**config.mk**
```make
export PLATFORM = sky130hd
export DESIGN_NAME = cache_line_refill_unit
export DESIGN_NICKNAME = d
export VERILOG_FILES = /design/src/rtl/cache_line_refill_unit.sv
export SDC_FILE = /design/constraint.sdc
export NUM_CORES = 1
export LEC_CHECK = 0
export ABC_AREA = 1
export ABC_CLOCK_PERIOD_IN_PS = 11200
export CAP_MARGIN = 30
export CORE_MARGIN = 5
export CORE_UTILIZATION = 40
export DETAILED_ROUTE_END_ITERATION = 6
export PLACE_DENSITY_LB_ADDON = 0.15
export SETUP_SLACK_MARGIN = 0.4
export SLEW_MARGIN = 25
export SYNTH_ARGS = -nofsm -noshare
export SYNTH_HDL_FRONTEND = slang
export SYNTH_SLANG_ARGS = --single-unit
```
**constraint.sdc**
```tcl
create_clock -name clk -period 11.2 [get_ports clk]
set_input_delay 2.8 -clock clk [delete_from_list [all_inputs] [get_ports clk]]
set_output_delay 2.8 -clock clk [all_outputs]
set_load 0.005 [all_outputs]
```
**src/rtl/cache_line_refill_unit.sv**
```systemverilog
// cache_line_refill_unit
//   Moves one cache line between a line-wide data-store RAM (1-cycle registered
//   read) and word-wide main memory. On a start pulse it optionally writes the
//   evicted dirty line back word by word, then fetches the new line word by word,
//   assembles it and writes it into the RAM in a single cycle.
//
// Ports
//   clk, reset      clock (rising edge) and asynchronous active-high reset
//   start           request, sampled only while idle
//   index           RAM line index used for both writeback and fill
//   fill_tag        tag of the line to fetch
//   wb_dirty        write the evicted line back before fetching
//   wb_tag          tag of the evicted line
//   busy            request in progress
//   done            one-cycle pulse, coincident with ram_we
//   ram_addr/ram_we/ram_wdata/ram_rdata   data-store RAM port
//   mem_req/mem_we/mem_addr/mem_wdata/mem_ack/mem_rdata   main-memory word port
module cache_line_refill_unit #(
    parameter int N             = 32,
    parameter int WORDSPERLINE  = 2,
    parameter int ADDRESS_WIDTH = 10,
    parameter int TAG_WIDTH     = 16,
    localparam int OFF          = $clog2(WORDSPERLINE),
    localparam int MAW          = TAG_WIDTH + ADDRESS_WIDTH + OFF,
    localparam int LW           = WORDSPERLINE * N
) (
    input  logic                     clk,
    input  logic                     reset,
    input  logic                     start,
    input  logic [ADDRESS_WIDTH-1:0] index,
    input  logic [TAG_WIDTH-1:0]     fill_tag,
    input  logic                     wb_dirty,
    input  logic [TAG_WIDTH-1:0]     wb_tag,
    output logic                     busy,
    output logic                     done,
    output logic [ADDRESS_WIDTH-1:0] ram_addr,
    output logic                     ram_we,
    output logic [LW-1:0]            ram_wdata,
    input  logic [LW-1:0]            ram_rdata,
    output logic                     mem_req,
    output logic                     mem_we,
    output logic [MAW-1:0]           mem_addr,
    output logic [N-1:0]             mem_wdata,
    input  logic                     mem_ack,
    input  logic [N-1:0]             mem_rdata
);

    typedef enum logic [2:0] {
        S_IDLE,
        S_WB_RD,
        S_WB_LAT,
        S_WB_XFER,
        S_FILL_XFER,
        S_FILL_WR
    } state_t;

    state_t                   r_state;
    logic [OFF-1:0]           r_off;
    logic [ADDRESS_WIDTH-1:0] r_index;
    logic [TAG_WIDTH-1:0]     r_fill_tag;
    logic [TAG_WIDTH-1:0]     r_wb_tag;
    logic [LW-1:0]            r_buf;

    logic                     r_busy;
    logic                     r_done;
    logic [ADDRESS_WIDTH-1:0] r_ram_addr;
    logic                     r_ram_we;
    logic [LW-1:0]            r_ram_wdata;
    logic                     r_mem_req;
    logic                     r_mem_we;
    logic [MAW-1:0]           r_mem_addr;
    logic [N-1:0]             r_mem_wdata;

    logic [OFF-1:0]           w_off_nxt;
    logic                     w_last;
    logic [LW-1:0]            w_fill_line;

    // Offset wraps naturally because WORDSPERLINE is a power of two.
    assign w_off_nxt = r_off + OFF'(1);
    assign w_last    = (r_off == OFF'(WORDSPERLINE - 1));

    // Line buffer with the word arriving this cycle merged in, so the final
    // word can go straight into the RAM write without an extra cycle.
    always_comb begin
        w_fill_line = r_buf;
        w_fill_line[int'(r_off) * N +: N] = mem_rdata;
    end

    always_ff @(posedge clk or posedge reset) begin
        if (reset) begin
            r_state     <= S_IDLE;
            r_off       <= '0;
            r_index     <= '0;
            r_fill_tag  <= '0;
            r_wb_tag    <= '0;
            r_buf       <= '0;
            r_busy      <= 1'b0;
            r_done      <= 1'b0;
            r_ram_addr  <= '0;
            r_ram_we    <= 1'b0;
            r_ram_wdata <= '0;
            r_mem_req   <= 1'b0;
            r_mem_we    <= 1'b0;
            r_mem_addr  <= '0;
            r_mem_wdata <= '0;
        end else begin
            case (r_state)
                S_IDLE: begin
                    if (start) begin
                        r_index    <= index;
                        r_fill_tag <= fill_tag;
                        r_wb_tag   <= wb_tag;
                        r_off      <= '0;
                        r_busy     <= 1'b1;
                        r_ram_addr <= index;
                        if (wb_dirty) begin
                            r_state <= S_WB_RD;
                        end else begin
                            r_state    <= S_FILL_XFER;
                            r_mem_req  <= 1'b1;
                            r_mem_we   <= 1'b0;
                            r_mem_addr <= {fill_tag, index, OFF'(0)};
                        end
                    end
                end
                // RAM is addressed; its registered output appears next cycle.
                S_WB_RD: r_state <= S_WB_LAT;
                S_WB_LAT: begin
                    r_buf       <= ram_rdata;
                    r_mem_req   <= 1'b1;
                    r_mem_we    <= 1'b1;
                    r_mem_addr  <= {r_wb_tag, r_index, OFF'(0)};
                    r_mem_wdata <= ram_rdata[N-1:0];
                    r_state     <= S_WB_XFER;
                end
                S_WB_XFER: begin
                    if (mem_ack) begin
                        r_off <= w_off_nxt;
                        if (w_last) begin
                            // Request stays up: fill follows back-to-back.
                            r_mem_we   <= 1'b0;
                            r_mem_addr <= {r_fill_tag, r_index, OFF'(0)};
                            r_state    <= S_FILL_XFER;
                        end else begin
                            r_mem_addr  <= {r_wb_tag, r_index, w_off_nxt};
                            r_mem_wdata <= r_buf[int'(w_off_nxt) * N +: N];
                        end
                    end
                end
                S_FILL_XFER: begin
                    if (mem_ack) begin
                        r_buf <= w_fill_line;
                        r_off <= w_off_nxt;
                        if (w_last) begin
                            r_mem_req   <= 1'b0;
                            r_ram_we    <= 1'b1;
                            r_done      <= 1'b1;
                            r_ram_addr  <= r_index;
                            r_ram_wdata <= w_fill_line;
                            r_state     <= S_FILL_WR;
                        end else begin
                            r_mem_addr <= {r_fill_tag, r_index, w_off_nxt};
                        end
                    end
                end
                S_FILL_WR: begin
                    r_ram_we <= 1'b0;
                    r_done   <= 1'b0;
                    r_busy   <= 1'b0;
                    r_state  <= S_IDLE;
                end
                default: r_state <= S_IDLE;
            endcase
        end
    end

    assign busy      = r_busy;
    assign done      = r_done;
    assign ram_addr  = r_ram_addr;
    assign ram_we    = r_ram_we;
    assign ram_wdata = r_ram_wdata;
    assign mem_req   = r_mem_req;
    assign mem_we    = r_mem_we;
    assign mem_addr  = r_mem_addr;
    assign mem_wdata = r_mem_wdata;

endmodule

```
Word level (Yosys, flattened, before mapping)
Cells that the tools add are included.
{ "word_totals": {"register_bits": 247, "word_cells": 96, "output_inout_bits": 138, "in_bits": 143} }
{ "classes": {"eq_ne": 14, "n_shift": 3, "mux": 40, "add_sub_neg": 2, "n_reduce_logical": 23} }
{ "ops": {"columns": ["operator", "count"], "rows": [
  ["$mux W27", 6],
  ["$pmux W64 S2", 1],
  ["$pmux W27 S4", 1],
  ["$bwmux W64", 1],
  ["$mux W32", 2],
  ["$mux W64", 1],
  ["$pmux W32 S2", 1],
  ["$shift A32 B33 Y64 const A", 1],
  ["$shiftx A32 B33 Y64", 1],
  ["$shiftx A64 B7 Y32", 1],
  ["$neg A6 Y33", 1],
  ["$mux W10", 3],
  ["$pmux W10 S2", 1],
  ["$mux W3", 6],
  ["$ne A2 B2 Y1 const B", 8],
  ["$pmux W3 S5", 1],
  ["$reduce_and A5 Y1", 3],
  ["$reduce_and A3 Y1", 4],
  ["$reduce_bool A2 Y1", 6],
  ["$mux W1", 11],
  ["$eq A3 B2 Y1 const B", 2],
  ["$eq A3 B3 Y1 const B", 2],
  ["$pmux W1 S2", 3],
  ["$pmux W1 S3", 2],
  ["other kinds (10)", 13]
]} }

Depth between registers and ports, before layout
Gate-level depths: netlist of run 1.
{ "logic_depth": {"ltp_word": 5, "ltp_mapped": 10, "ltp_nobuf": 9} }

Worst setup path after synthesis of run 1
OpenSTA, ideal clock, no wires.
{ "synth_timing": {"path_kind": "input to register", "from": "input port start", "to": "register r_mem_addr[10], in the netlist mem_addr[10]", "arrival_time_ns": 3.793, "path_stages": 8, "required_ns": 11.135, "slack_ns": 7.342, "path_buffers": 2, "setup_ns": 0.065, "cell_sequence": "buf_1 -> inv_1 -> nand3_1 -> nand3_4 -> nor2_4 -> buf_4 -> nand2_1 -> nand2_1"} }
{ "synth_between": {"elab_chain_cells": 2} }
{ "synth_lines": {"columns": ["element", "line", "text"], "rows": [
  ["start: declaration", "29", "input logic start,"],
  ["$ne A2 B2 Y1 (no line)", null, null],
  ["$reduce_and A6 Y1 (no line)", null, null],
  ["end signal: assignment", "122", "r_mem_addr <= {fill_tag, index, OFF'(0)};"],
  ["end signal: assignment", "132", "r_mem_addr <= {r_wb_tag, r_index, OFF'(0)};"],
  ["end signal: assignment", "142", "r_mem_addr <= {r_fill_tag, r_index, OFF'(0)};"],
  ["end: declaration", "71", "logic [MAW-1:0] r_mem_addr;"]
]} }
Every way passes these cells.
A chain may end at the register's enable or synchronous reset.

Worst setup path after layout of run 1
{ "layout_timing": {"from": "input port start", "to": "register r_off"} }
{ "layout_between": {"elab_chain_cells": 2} }
{ "layout_lines": {"columns": ["element", "line", "text"], "rows": [
  ["$ne A2 B2 Y1 (no line)", null, null],
  ["$reduce_and A3 Y1 (no line)", null, null],
  ["end signal: assignment", "138", "r_off <= w_off_nxt;"],
  ["end signal: assignment", "153", "r_off <= w_off_nxt;"],
  ["end: declaration", "58", "logic [OFF-1:0] r_off;"]
]} }
Every way passes these cells.

==> run_results.csv, run 1 <==
group,metric,value,unit
route,wl,38000,um
critical_path,rr_startpoint,"r_state[2]",
synthesis,yosys.cell_types.count,26,
timing,worst_slack,6.67,ns
route,drc,0,
placed_design,dp_cells,2236,
global_routing,grt_max_degree,112,
global_routing,grtUsageMet2,35.0,%
timing,hold_viol,0,
placed_design,hpwl,24900,um
global_routing,gr-usage-met1,30.5,%
clock_network,hold_buffers,0,
clock_network,cts.path.max_buffers,3,
status,status,"complete, no violations",
critical_path,end_kind,"flip-flop",
clock_network,tritoncts,"yes",
timing,fmax,0.221,GHz
critical_path,crit_path_start_kind,"input port",
power_and_ir_drop,power_density,280,nW/um2
clock_network,cts.sinks,247,
global_routing,antenna_found_initial,1,
synthesis,syn-cell-area,12300,um2
route,first_pass_iters,6,
layout,syn_to_final_growth,32.0,%
synthesis,synth_nets,1799,
global_routing,first_global_vias,11040,
global_routing,grt-ovfl-total,0,
synthesis,ys_ff_latch,247,
layout,nFillCells,3010,
timing,worst_pin_slew,0.904,ns
timing,setup_viol,0,
critical_path,crit_arrival,4.99,ns
timing,finalSetupTns,0,ns
run,max_cap_violations,0,
global_routing,top_usage_layer,"met2",
critical_path,crit_path_end,"r_off",
layout,finalNonFillerCells,2292,
critical_path,cp-startpoint,"start",
clock_network,numCtsBuffers,28,
route,num_vias,11527,
placed_design,place_ws,5.96,ns
route,detail_route.wl_per_cell,16.6,um
global_routing,grt_pass1_wl,60300,um
clock_network,clock-root-buffer,"clkbuf_16",
die,pin_count,281,
route,vias_per_cell,5.03,
clock_network,cts_max_level,1,
route,ant_nets,0,
die,die_h,186,um
die,core-area,30500,um2
global_routing,grt_use_met3,3.89,%
clock_network,path_clk_slew,0.06,ns
route,drtIter0Drc,849,
timing,slew_headroom,39.7,%
min_path,hold_class,"flip-flop to flip-flop",
clock_network,post_cts_buffers,0,
timing,fin_crit_sh,40.4,%
critical_path,critPathMaxFanout,34,
synthesis,synth_area_per_cell,7.45,um2
die,fp-row-count,64,
critical_path,r2r-end,"r_buf[27]",
critical_path,crit_type,"input port to flip-flop",
global_routing,grtUsageTotal,21.6,%
placed_design,io_buffers,280,
clock_network,ctsResizeCount,0,
power_and_ir_drop,vdd_drop_max,0.146,mV
critical_path,cp_data_required_time,11.66,ns
layout,nets,2015,
timing,period_needed,4.53,ns
timing,rsz0062_at_grt,"false",
clock_network,insertion_delay,0.53,ns
power_and_ir_drop,leakage,7.78,nW
timing,maxSlewViolCount,0,
synthesis,syn_inst,1656,
critical_path,r2r_slack,7.93,ns
die,fp.dieW,186,um
placed_design,gp_congestion,0.804,
layout,layout-drive-gt1-share,4.28,%
critical_path,r2r_cells,8,
timing,skew,0.00904,ns
synthesis,seq_area_frac_synth,50.1,%
synthesis,ys.warnings.count,0,
die,die-area,34400,um2
die,initial_utilization,40.4,%
how the worst min path moves through the flow:
stage	slack, ns	start	end	cells after the start
3_3_place_gp	0.46	mem_addr[4]	mem_addr[4]	2
5_1_grt	0.49	r_buf[20]	r_buf[20]	2
6_report	0.47	mem_addr[4]	mem_addr[4]	2
2_1_floorplan	0.44	r_buf[63]	r_buf[63]	2
4_1_cts	0.48	mem_addr[4]	mem_addr[4]	2
3_5_place_dp	0.46	mem_addr[0]	mem_addr[0]	2
flip-flops by register name, summed over array words and instances, names as in the netlist, 3 cells and up:
signal,cells
r_index,10
r_state,3
r_buf,64
mem_wdata,32
ram_addr,10
r_fill_tag,16
ram_wdata,64
r_wb_tag,16
mem_addr,27
per-layer routing:
| layer | routed length [um] | up-vias |
|---|---|---|
| li1 | - | 5728 |
| met1 | 16800 | 5370 |
| met2 | 17500 | 369 |
| met3 | 2840 | 58 |
| met4 | 829 | 2 |
| met5 | 13 | - |
synth_stat cells (all sizes together):
master	instances	area [um2]
buf	47	256
o21bai	16	120
clkbuf	62	234
nand2	729	2750
inv	104	390
dfrtp	247	6180
o21ai	225	1130
o21a	32	240
nand3	97	503
nor2	41	184
nand4	18	113
a31oi	32	200
a21oi	5	28.8
o211ai	1	7.51
cell type report:
cell class	count	area (um2)	share of cell area, %
antenna	2	5.00	0.0307
clock buffer	42	815	5.00
clock inverter	10	104	0.638
inverter	104	398	2.44
multi-input combinational	1196	5310	32.6
sequential	247	6180	38.0
tap	396	495	3.04
timing repair buffer	295	2970	18.2
cells in the final DEF (no fill, tap or decap), drive strengths merged:
cell type / netlist / layout
nand2: 729 / 729
clkdlybuf4s50: 0 / 280
o211ai: 1 / 1
o21bai: 16 / 16
nand4: 18 / 18
clkinv: 0 / 7
nand3: 97 / 97
inv: 104 / 105
nor2: 41 / 41
buf: 47 / 15
o21a: 32 / 32
diode: 0 / 2
a31oi: 32 / 32
o21ai: 225 / 225
bufinv: 0 / 2
a21oi: 5 / 5
dfrtp: 247 / 247
clkbuf: 62 / 42
metrics by stage:
step	power [mW]	instance area [um2]	util (%)	hold slack, ns
floorplan	2.77	12300	-	0.442
global placement	3.60	15300	50.1	0.457
detailed placement	3.65	15300	50.1	0.462
CTS	4.59	16200	53.1	0.479
global route	4.94	16300	53.4	0.493
finish	4.56	16300	53.4	0.473
cells by family (layout without fill, tap and decap cells):
family,Yosys count,in the layout,synth area share (%)
and+or+nand+nor,885,885,28.7
AOI/OAI and AO/OA,311,311,14.0
DFF,247,247,50.1
buffers and inverters,213,451,7.14
other,0,2,0
power by group:
| part | switching [mW] | internal (mW) |
|---|---|---|
| sequential | 0.274 | 1.31 |
| combinational | 1.17 | 0.887 |
| clock | 0.368 | 0.547 |
critical path, cell delays in order:
cell and delay [ns]:
clkdlybuf4s50_1 0.45, buf_4 0.34, inv_1 0.07, nand3_1 0.21, nand3_4 0.26, nor2_4 0.61, nand2_1 0.15, nand2_1 0.10
No activity file was read; power rests on OpenSTA's default activity.
==> inputs of run 2 (changes only) <==
ABC_CLOCK_PERIOD_IN_PS = 3700   (was 11200)
clock period = 3.7 ns   (was 11.2 ns; I/O delays follow)
==> run 2 against run 1 <==
- non-clock buffer count increased by 2
- first-iteration DRC count is 11% lower
- clock skew is 0.0018 ns lower
==> run_results.csv, run 2 (synthesized netlist as in run 1, its figures left out) <==
group,metric,value,unit
die,die_h,186,um
route,ant_nets,0,
clock_network,cts_max_level,1,
die,initial_utilization,40.4,%
route,drc,0,
critical_path,cp_slowest_stage_delay,0.70,ns
route,drtIter0Drc,758,
placed_design,gp_congestion,0.802,
layout,post-route-util,53.3,%
clock_network,hold_buffers,0,
power_and_ir_drop,power_density,845,nW/um2
critical_path,crit_path_start_kind,"flip-flop",
die,fp.dieW,186,um
route,detail_route.wl_per_cell,16.8,um
route,vias_per_cell,5.09,
critical_path,crit_type,"flip-flop to flip-flop",
critical_path,critPathBufInv,2,
layout,final_common_cell,"nand2_1",
layout,layout-drive-gt1-share,4.12,%
timing,maxSlewViolCount,0,
global_routing,first_global_vias,11356,
clock_network,post_cts_buffers,0,
timing,period_needed,2.84,ns
die,fp-row-count,64,
global_routing,grt-ovfl-total,0,
layout,syn_to_final_growth,31.9,%
min_path,hold_class,"flip-flop to flip-flop",
critical_path,cp_data_required_time,4.09,ns
layout,finalNonFillerCells,2288,
critical_path,crit_arrival,3.23,ns
global_routing,grt_pass1_wl,61100,um
critical_path,crit_chain,"buf_4 -> nor2_2 -> nand2_1 -> nand2_4 -> buf_12 -> o21ai_0",
clock_network,cts.path.max_buffers,3,
route,wl,38400,um
timing,finalSetupTns,0,ns
power_and_ir_drop,power,13.8,mW
critical_path,critPathMaxFanout,95,
die,core-area,30500,um2
critical_path,end_kind,"flip-flop",
clock_network,path_clk_slew,0.06,ns
layout,nets,2017,
timing,worst_pin_slew,0.872,ns
global_routing,grt_max_degree,130,
timing,setup_viol,0,
clock_network,ctsResizeCount,0,
route,num_vias,11640,
layout,final_cell_mix,"nand2_1 (724), clkdlybuf4s50_1 (280), dfrtp_1 (246)",
clock_network,numCtsBuffers,28,
critical_path,cpMaxStageDelayCell,"nor2_2",
timing,fin_crit_sh,76.7,%
route,first_pass_iters,5,
die,pin_count,281,
placed_design,hpwl,24900,um
run,max_cap_violations,0,
status,status,"complete, no violations",
layout,antenna_cells,0,
clock_network,insertion_delay,0.53,ns
critical_path,r2r_slack,0.86,ns
power_and_ir_drop,vdd_drop_max,0.410,mV
placed_design,dp_cells,2240,
global_routing,grtUsageTotal,21.8,%
global_routing,antenna_found_initial,4,
clock_network,tritoncts,"yes",
power_and_ir_drop,leakage,7.76,nW
clock_network,clock-root-buffer,"clkbuf_16",
clock_network,cts.sinks,247,
timing,hold_viol,0,
placed_design,io_buffers,280,
timing,fmax,0.352,GHz
die,die-area,34400,um2
critical_path,critPathTopFamily,"simple AND/OR/NAND/NOR gates",
timing,slew_headroom,41.8,%
timing,skew,0.00723,ns
timing,rsz0062_at_grt,"false",
## run 2: cell types whose count changed in the layout (fill, tap and decap cells not counted), moves of 2 or more
| cell | before | now |
|---|---|---|
| buf_12 | 0 | 6 |
| clkinv_2 | 7 | 1 |
| clkbuf_8 | 4 | 8 |
| buf_16 | 2 | 0 |
| bufinv_16 | 2 | 0 |
| diode_2 | 2 | 0 |
## run 2: layer usage
| metal | global-route usage [%] | vias up | part of all wire [%] |
|---|---|---|---|
| li1 | - | 5744 | - |
| met1 | 29.4 | 5443 | 44 |
| met2 | 36.2 | 380 | 46 |
| met3 | 4.81 | 65 | 7.7 |
| met4 | 5.13 | 8 | 2.0 |
| met5 | 0 | - | 0.14 |
## run 2: path summary, 6_finish.rpt
path	startpoint	to	cells past startpoint
min reg2reg	r_buf[63]	r_buf[63]	2
min in group asynchronous	reset	ram_wdata[59]	3
max reg2reg	r_state[2]	r_buf[52]	6
max	r_state[2]	r_buf[52]	6
max in group asynchronous	reset	r_off	3
min	r_buf[63]	r_buf[63]	2
## run 2: per-stage QoR
stage	hold WS, ns	area, um2	worst slack (ns)
floorplan	0.442	12300	-0.471
global placement	0.454	15400	0.665
detailed placement	0.458	15400	0.601
CTS	0.473	16300	0.936
global route	0.501	16300	0.773
finish	0.472	16300	0.861
## run 2: where the power goes
group	total, mW	internal, mW	switching [mW]	leakage (nW)
sequential	4.77	3.97	0.800	3.07
clock	2.66	1.58	1.07	0.431
combinational	6.32	2.70	3.62	4.26
total	13.8	8.26	5.50	7.76
## run 2: worst register-to-register path, stage by stage (launching register included)
cell and delay (ns):
dfrtp_1 0.58, buf_4 0.32, nor2_2 0.70, nand2_1 0.32, nand2_4 0.19, buf_12 0.33, o21ai_0 0.27
## run 2: area by class of cell
class | instances | area, um2
Timing Repair Buffer | 297 | 3010
Tap cell | 396 | 495
Sequential cell | 247 | 6180
Clock inverter | 1 | 5.00
Inverter | 104 | 394
Fill cell | 2970 | 14200
Clock buffer | 47 | 873
Multi-Input combinational cell | 1196 | 5310
